### src/rtl/draw_sequencer.sv
// Letter update sequencer for the Morse display: runs the black clear, then plots a scaled
// 5x7 glyph at a fixed origin. Sole driver of the VGA adapter's x/y/colour/plot inputs.
module draw_sequencer #(
    parameter logic [7:0]  ORIGIN_X     = 8'd10,
    parameter logic [6:0]  ORIGIN_Y     = 7'd5,
    parameter int unsigned SCALE        = 4,
    parameter logic [2:0]  FG_COLOUR    = 3'b111,
    parameter int unsigned CLEAR_CYCLES = 16384
) (
    input  logic       clk,
    input  logic       reset,
    input  logic       letter_valid,
    input  logic [4:0] letter_code,
    output logic       letter_ready,
    output logic       blk_signal,
    input  logic [7:0] blk_x,
    input  logic [6:0] blk_y,
    input  logic       blk_finished,
    output logic [7:0] vga_x,
    output logic [6:0] vga_y,
    output logic [2:0] vga_colour,
    output logic       vga_plot,
    output logic       busy,
    output logic       done
);

    localparam int unsigned     ClrW    = $clog2(CLEAR_CYCLES + 1);
    localparam logic [ClrW-1:0] ClrLast = ClrW'(CLEAR_CYCLES - 1);
    localparam logic [ClrW-1:0] ClrOne  = ClrW'(1);
    localparam logic [2:0]      SubLast = 3'(SCALE - 1);
    localparam logic [9:0]      Scale10 = 10'(SCALE);

    typedef enum logic [1:0] {
        StIdle,
        StClear,
        StGlyph,
        StDone
    } state_e;

    state_e          state_q;
    logic            ready_q;
    logic            blk_sig_q;
    logic            busy_q;
    logic            done_q;
    logic [7:0]      vga_x_q;
    logic [6:0]      vga_y_q;
    logic [2:0]      vga_colour_q;
    logic            vga_plot_q;
    logic [4:0]      code_q;
    logic [ClrW-1:0] clr_cnt_q;

    logic [2:0] row_q, sy_q, col_q, sx_q;
    logic [2:0] row_d, sy_d, col_d, sx_d;
    logic       last_pos;

    logic [34:0] glyph;
    logic [5:0]  bit_idx;
    logic        glyph_bit;
    logic [7:0]  glyph_x;
    logic [6:0]  glyph_y;

    // Glyph rows packed top row first; within a row the MSB is the leftmost dot.
    always_comb begin
        glyph = '0;
        case (code_q)
            5'd0:  glyph = 35'b01110_10001_10001_11111_10001_10001_10001;
            5'd1:  glyph = 35'b11110_10001_10001_11110_10001_10001_11110;
            5'd2:  glyph = 35'b01110_10001_10000_10000_10000_10001_01110;
            5'd3:  glyph = 35'b11110_10001_10001_10001_10001_10001_11110;
            5'd4:  glyph = 35'b11111_10000_10000_11110_10000_10000_11111;
            5'd5:  glyph = 35'b11111_10000_10000_11110_10000_10000_10000;
            5'd6:  glyph = 35'b01110_10001_10000_10111_10001_10001_01111;
            5'd7:  glyph = 35'b10001_10001_10001_11111_10001_10001_10001;
            5'd8:  glyph = 35'b01110_00100_00100_00100_00100_00100_01110;
            5'd9:  glyph = 35'b00111_00010_00010_00010_00010_10010_01100;
            5'd10: glyph = 35'b10001_10010_10100_11000_10100_10010_10001;
            5'd11: glyph = 35'b10000_10000_10000_10000_10000_10000_11111;
            5'd12: glyph = 35'b10001_11011_10101_10101_10001_10001_10001;
            5'd13: glyph = 35'b10001_10001_11001_10101_10011_10001_10001;
            5'd14: glyph = 35'b01110_10001_10001_10001_10001_10001_01110;
            5'd15: glyph = 35'b11110_10001_10001_11110_10000_10000_10000;
            5'd16: glyph = 35'b01110_10001_10001_10001_10101_10010_01101;
            5'd17: glyph = 35'b11110_10001_10001_11110_10100_10010_10001;
            5'd18: glyph = 35'b01111_10000_10000_01110_00001_00001_11110;
            5'd19: glyph = 35'b11111_00100_00100_00100_00100_00100_00100;
            5'd20: glyph = 35'b10001_10001_10001_10001_10001_10001_01110;
            5'd21: glyph = 35'b10001_10001_10001_10001_10001_01010_00100;
            5'd22: glyph = 35'b10001_10001_10001_10101_10101_10101_01010;
            5'd23: glyph = 35'b10001_10001_01010_00100_01010_10001_10001;
            5'd24: glyph = 35'b10001_10001_01010_00100_00100_00100_00100;
            5'd25: glyph = 35'b11111_00001_00010_00100_01000_10000_11111;
            default: glyph = '0;
        endcase
    end

    always_comb begin
        bit_idx   = 6'd34 - ({3'd0, row_q} * 6'd5) - {3'd0, col_q};
        glyph_bit = glyph[bit_idx];
        // Sums are formed at 10 bits and wrap into the adapter's coordinate range.
        glyph_x   = 8'({2'b00, ORIGIN_X} + {7'd0, col_q} * Scale10 + {7'd0, sx_q});
        glyph_y   = 7'({3'b000, ORIGIN_Y} + {7'd0, row_q} * Scale10 + {7'd0, sy_q});
    end

    // Scan order: row, sub-row, column, sub-column (innermost).
    always_comb begin
        sx_d  = sx_q + 3'd1;
        col_d = col_q;
        sy_d  = sy_q;
        row_d = row_q;
        if (sx_q == SubLast) begin
            sx_d = 3'd0;
            if (col_q == 3'd4) begin
                col_d = 3'd0;
                if (sy_q == SubLast) begin
                    sy_d  = 3'd0;
                    row_d = row_q + 3'd1;
                end else begin
                    sy_d = sy_q + 3'd1;
                end
            end else begin
                col_d = col_q + 3'd1;
            end
        end
        last_pos = (row_q == 3'd6) && (sy_q == SubLast) && (col_q == 3'd4) && (sx_q == SubLast);
    end

    always_ff @(posedge clk) begin
        if (reset) begin
            state_q      <= StIdle;
            ready_q      <= 1'b1;
            blk_sig_q    <= 1'b0;
            busy_q       <= 1'b0;
            done_q       <= 1'b0;
            vga_x_q      <= '0;
            vga_y_q      <= '0;
            vga_colour_q <= '0;
            vga_plot_q   <= 1'b0;
            code_q       <= '0;
            clr_cnt_q    <= '0;
            row_q        <= '0;
            sy_q         <= '0;
            col_q        <= '0;
            sx_q         <= '0;
        end else begin
            done_q <= 1'b0;
            unique case (state_q)
                StIdle: begin
                    vga_plot_q <= 1'b0;
                    if (letter_valid) begin
                        code_q    <= letter_code;
                        clr_cnt_q <= '0;
                        ready_q   <= 1'b0;
                        busy_q    <= 1'b1;
                        blk_sig_q <= 1'b1;
                        state_q   <= StClear;
                    end
                end
                StClear: begin
                    vga_x_q      <= blk_x;
                    vga_y_q      <= blk_y;
                    vga_colour_q <= 3'b000;
                    clr_cnt_q    <= clr_cnt_q + ClrOne;
                    // The clear stage's coordinate in the exit cycle is not a pixel to paint.
                    if (blk_finished || (clr_cnt_q == ClrLast)) begin
                        vga_plot_q <= 1'b0;
                        blk_sig_q  <= 1'b0;
                        row_q      <= '0;
                        sy_q       <= '0;
                        col_q      <= '0;
                        sx_q       <= '0;
                        state_q    <= StGlyph;
                    end else begin
                        vga_plot_q <= 1'b1;
                    end
                end
                StGlyph: begin
                    vga_x_q      <= glyph_x;
                    vga_y_q      <= glyph_y;
                    vga_colour_q <= FG_COLOUR;
                    vga_plot_q   <= glyph_bit;
                    row_q        <= row_d;
                    sy_q         <= sy_d;
                    col_q        <= col_d;
                    sx_q         <= sx_d;
                    if (last_pos) begin
                        busy_q  <= 1'b0;
                        done_q  <= 1'b1;
                        state_q <= StDone;
                    end
                end
                StDone: begin
                    vga_plot_q <= 1'b0;
                    ready_q    <= 1'b1;
                    state_q    <= StIdle;
                end
                default: state_q <= StIdle;
            endcase
        end
    end

    assign letter_ready = ready_q;
    assign blk_signal   = blk_sig_q;
    assign busy         = busy_q;
    assign done         = done_q;
    assign vga_x        = vga_x_q;
    assign vga_y        = vga_y_q;
    assign vga_colour   = vga_colour_q;
    assign vga_plot     = vga_plot_q;

endmodule

### config.mk
export PLATFORM = sky130hd
export DESIGN_NAME = draw_sequencer
export DESIGN_NICKNAME = d
export VERILOG_FILES = /design/src/rtl/draw_sequencer.sv
export SDC_FILE = /design/constraint.sdc
export NUM_CORES = 1
export LEC_CHECK = 0
export ABC_AREA = 1
export CAP_MARGIN = 20
export CORE_MARGIN = 2
export CORE_UTILIZATION = 43
export CTS_CLUSTER_DIAMETER = 150
export DETAILED_ROUTE_END_ITERATION = 6
export PLACE_DENSITY = 0.65
export SYNTH_ARGS = -nofsm -noshare
export SYNTH_HDL_FRONTEND = slang
export SYNTH_SLANG_ARGS = --single-unit
### constraint.sdc
create_clock -name clk -period 2.5 [get_ports clk]
set_input_delay 0.25 -clock clk [delete_from_list [all_inputs] [get_ports clk]]
set_output_delay 0.25 -clock clk [all_outputs]
set_load 0.05 [all_outputs]
==> run_results.csv <==
group,metric,value,unit
sta,worst_slack,0.110,ns
layout,fillCellCount,1115,
clock_network,cts.sinks,88,
yosys,synth.distinct_cells,46,
layout,antenna_cells_inserted,0,
detailed_routing,drtAntennaViolNets,0,
clock_network,clk_latency,0.34,ns
yosys,synth_enable_flop_cells,0,
detailed_routing,routed_wirelength,12.6,mm
clock_network,tritoncts_clock_tree,"built",
placed_design,portBuffers,46,
sta,max_clock_freq,418,MHz
yosys,synth-main-ff-cell,"sky130_fd_sc_hd__dfxtp_1",
setup_path,worstSetupEndpointType,"flop",
placed_design,preCtsSetupSlack,-0.0289,ns
detailed_routing,drt_pass1_iterations,6,
layout,post_route_cells_drive_above_1_share,11.3,%
layout,design.final.nets,823,
yosys,yosys.area.top_type,"sky130_fd_sc_hd__dfxtp_1",
placed_design,post-dp-hpwl,9.57,mm
run,maxCapViolations,0,
die,num_io_pins,47,
yosys,post_synth.cell_area_avg,7.15,sq um
die,floorplan.die_area,12500,sq um
sta,hold_viol,0,
global_route,grt.total_usage,20.5,%
clock_network,cts-buffers-inserted,9,
die,design.core.area,11400,sq um
yosys,syn-num-nets,761,
detailed_routing,post-route-drc-count,0,
yosys,post_synth_inst_count,700,
yosys,synth_warnings,0,
yosys,area_contributors_post_synth,"sky130_fd_sc_hd__dfxtp_1 35%, sky130_fd_sc_hd__nand2_1 14%, sky130_fd_sc_hd__ha_1 8.5%",
global_route,first_pass_grt_wire_length,20.9,mm
layout,synthToLayoutAreaGrowth,20.8,%
global_route,vias_in_the_first_global_route,4402,
global_route,pin_count_of_the_biggest_net_entering_global_routing,24,
sta,rsz_0062_raised_after_global_routing,"true",
setup_path,worst_ep_required_time,2.74,ns
sta,fin_worst_hold_slack,0.465,ns
min_path,hold-path-cell-count,2,
setup_path,timing.critical_path.from_type,"flop",
power,power.density_cell_area,1190,nW/um^2
global_route,globalRouteOverflowTotal,0,
global_route,grt_antenna_before_repair,0,
sta,slew_viols_final,0,
die,die_y_extent,112,um
yosys,synth.top_cell.area_share,35.2,%
sta,finalClockSkew,0.00800,ns
run_status,status,"finished, final reports clean",
placed_design,place.gp.congestion,0.915,
setup_path,cp_data_arrival_time,2.62,ns
sta,finalCriticalPeriod,2.39,ns
die,start_util,44.0,%
power,p_leak,2.69,nW
setup_path,r2r_cells,12,
yosys,synth.cell_area,5000,sq um
sta,final_min_period_over_clock_period,95.6,%
yosys,synth_seq_area_share,35.2,%
detailed_routing,wl_per_cell,13.8,um
yosys,synth-seq-cells,88,
detailed_routing,vias,4651,
power,peakVddDrop,0.658,mV
clock_network,worst_setup_hold_path_clk_slew,0.07,ns
setup_path,path_max_fanout,4,
min_path,worstHoldPathType,"flop to flop",
detailed_routing,drt_iter0_drc,309,
clock_network,max_buffers_root_to_sink,2,
die,rows,39,
die,fp.dieW,112,um
detailed_routing,vias_per_cell,5.11,
power,power,7.17,mW
sta,worstMarginPinSlew,0.564,ns
clock_network,cts_root_buffer,"sky130_fd_sc_hd__clkbuf_16",
setup_path,timing.setup.critical_path_class,"flop to flop",
sta,final-setup-viol-count,0,
clock_network,h-tree-depth,3,
yosys,ys_async_sr_fraction,0,%
sta,slew_headroom,62.3,%
-- kinds of logic (layout without fill, tap and decap cells) --
| kind of cell | after synthesis | in the layout | synth area share (%) |
|---|---|---|---|
| AO/OA/AOI/OAI | 98 | 98 | 12.7 |
| XOR/XNOR | 4 | 4 | 0.700 |
| adder cells (fa/ha/maj) | 37 | 37 | 9.70 |
| buffers and inverters | 102 | 169 | 8.78 |
| flip-flops | 88 | 88 | 35.2 |
| AND/OR/NAND/NOR | 371 | 371 | 32.9 |
-- sequential cells by signal (all words and copies together), names as in the netlist --
| signal | cells |
|---|---|
| vga_y | 7 |
| row_q | 3 |
| code_q | 5 |
| sy_q | 3 |
| vga_x | 8 |
| letter_ready | 1 |
| col_q | 3 |
| vga_plot | 1 |
| done | 1 |
| clr_cnt_q | 15 |
| state_q | 2 |
| sx_q | 3 |
| busy | 1 |
| blk_signal | 1 |
| vga_colour | 1 |
| glyph | 33 |
-- cell usage in the layout, fill, tap and decap left out, drive strengths merged, types with 5 or more instances in the layout --
cell and instances:
a21oi 35, a31oi 5, buf 28, clkbuf 10, clkdlybuf4s50 46, clkinv 9
dfxtp 88, ha 34, inv 75, nand2 202, nand3 76, nand4 5
nor2 71, nor3 10, o211ai 16, o21ai 34, or2 5
-- Yosys cell counts (2+ instances only) --
master,number
sky130_fd_sc_hd__a31oi_1,5
sky130_fd_sc_hd__xnor2_1,2
sky130_fd_sc_hd__buf_4,6
sky130_fd_sc_hd__o21ai_2,2
sky130_fd_sc_hd__o21ai_4,2
sky130_fd_sc_hd__o21ai_0,27
sky130_fd_sc_hd__buf_6,3
sky130_fd_sc_hd__clkinv_1,5
sky130_fd_sc_hd__o31ai_1,2
sky130_fd_sc_hd__nand4_1,5
sky130_fd_sc_hd__a21oi_1,34
sky130_fd_sc_hd__nor3_1,8
sky130_fd_sc_hd__clkbuf_1,5
sky130_fd_sc_hd__inv_1,72
sky130_fd_sc_hd__xor2_1,2
sky130_fd_sc_hd__o211ai_4,3
sky130_fd_sc_hd__nor2_1,63
sky130_fd_sc_hd__nand3_1,75
sky130_fd_sc_hd__fa_1,3
sky130_fd_sc_hd__o211ai_1,13
sky130_fd_sc_hd__nand2_2,6
sky130_fd_sc_hd__dfxtp_1,88
sky130_fd_sc_hd__nor3_4,2
sky130_fd_sc_hd__nand2_4,3
sky130_fd_sc_hd__o21ai_1,3
sky130_fd_sc_hd__buf_2,8
sky130_fd_sc_hd__ha_1,34
sky130_fd_sc_hd__or2_2,3
sky130_fd_sc_hd__nand2_1,193
sky130_fd_sc_hd__nor2_2,4
sky130_fd_sc_hd__or2_1,2
sky130_fd_sc_hd__nor2_4,3
-- report_power, final --
part	internal (mW)	total, mW	switching (mW)	leakage, nW
registers	1.82	2.01	0.189	0.723
clock network	0.781	1.36	0.582	0.147
logic	1.32	3.80	2.49	1.82
-- per-stage QoR --
stage	std cells	util [%]	TNS, ns	cell area (sq um)
2_1_floorplan	700	-	0	5000
3_3_place_gp	892	50.1	0	5700
3_5_place_dp	892	50.1	-0.0289	5700
4_1_cts	908	52.7	0	5990
5_1_grt	910	53.1	-0.0216	6040
6_report	910	53.1	0	6040
-- final cells by class --
class	instances	area (sq um)	area share [%]
Multi-Input combinational cell	510	2840	46.9
Sequential cell	88	1760	29.2
Timing Repair Buffer	74	671	11.1
Inverter	79	298	4.93
Clock buffer	10	229	3.79
Tap cell	143	179	2.96
Clock inverter	6	66.3	1.10
-- final timing paths --
path,slack (ns),endpoint,from
max reg2reg,0.11,vga_plot,row_q[0]
min,0.47,vga_y[6],vga_y[6]
min reg2reg,0.47,vga_y[6],vga_y[6]
max,0.11,vga_plot,row_q[0]
-- metal layers --
metal | track usage [%] | vias to the layer above | wire, um
met5 | 0 | - | 0
met4 | 7.90 | 0 | 224
met2 | 33.2 | 114 | 5970
met3 | 3.54 | 16 | 620
met1 | 27.4 | 2126 | 5780
li1 | - | 2395 | -
-- critical path: stages, from the launching register on --
cell and delay, ns:
sky130_fd_sc_hd__dfxtp_2 0.35, sky130_fd_sc_hd__inv_1 0.06, sky130_fd_sc_hd__ha_1 0.21, sky130_fd_sc_hd__fa_1 0.37
sky130_fd_sc_hd__ha_1 0.22, sky130_fd_sc_hd__fa_2 0.46, sky130_fd_sc_hd__nor2_1 0.14, sky130_fd_sc_hd__a21boi_1 0.19
sky130_fd_sc_hd__nor2_1 0.06, sky130_fd_sc_hd__nand2_1 0.05, sky130_fd_sc_hd__nand3_1 0.07, sky130_fd_sc_hd__nand2_1 0.06
sky130_fd_sc_hd__nand2_1 0.04
-- repair_timing --
action | in CTS | in global routing
pin swaps | 0 | 1
hold buffers | 0 | 0
endpoints found under the setup margin | 1 | 21
buffers inserted | 0 | 2
resized for setup | 1 | 14
No activity file was read; power rests on OpenSTA's default activity.
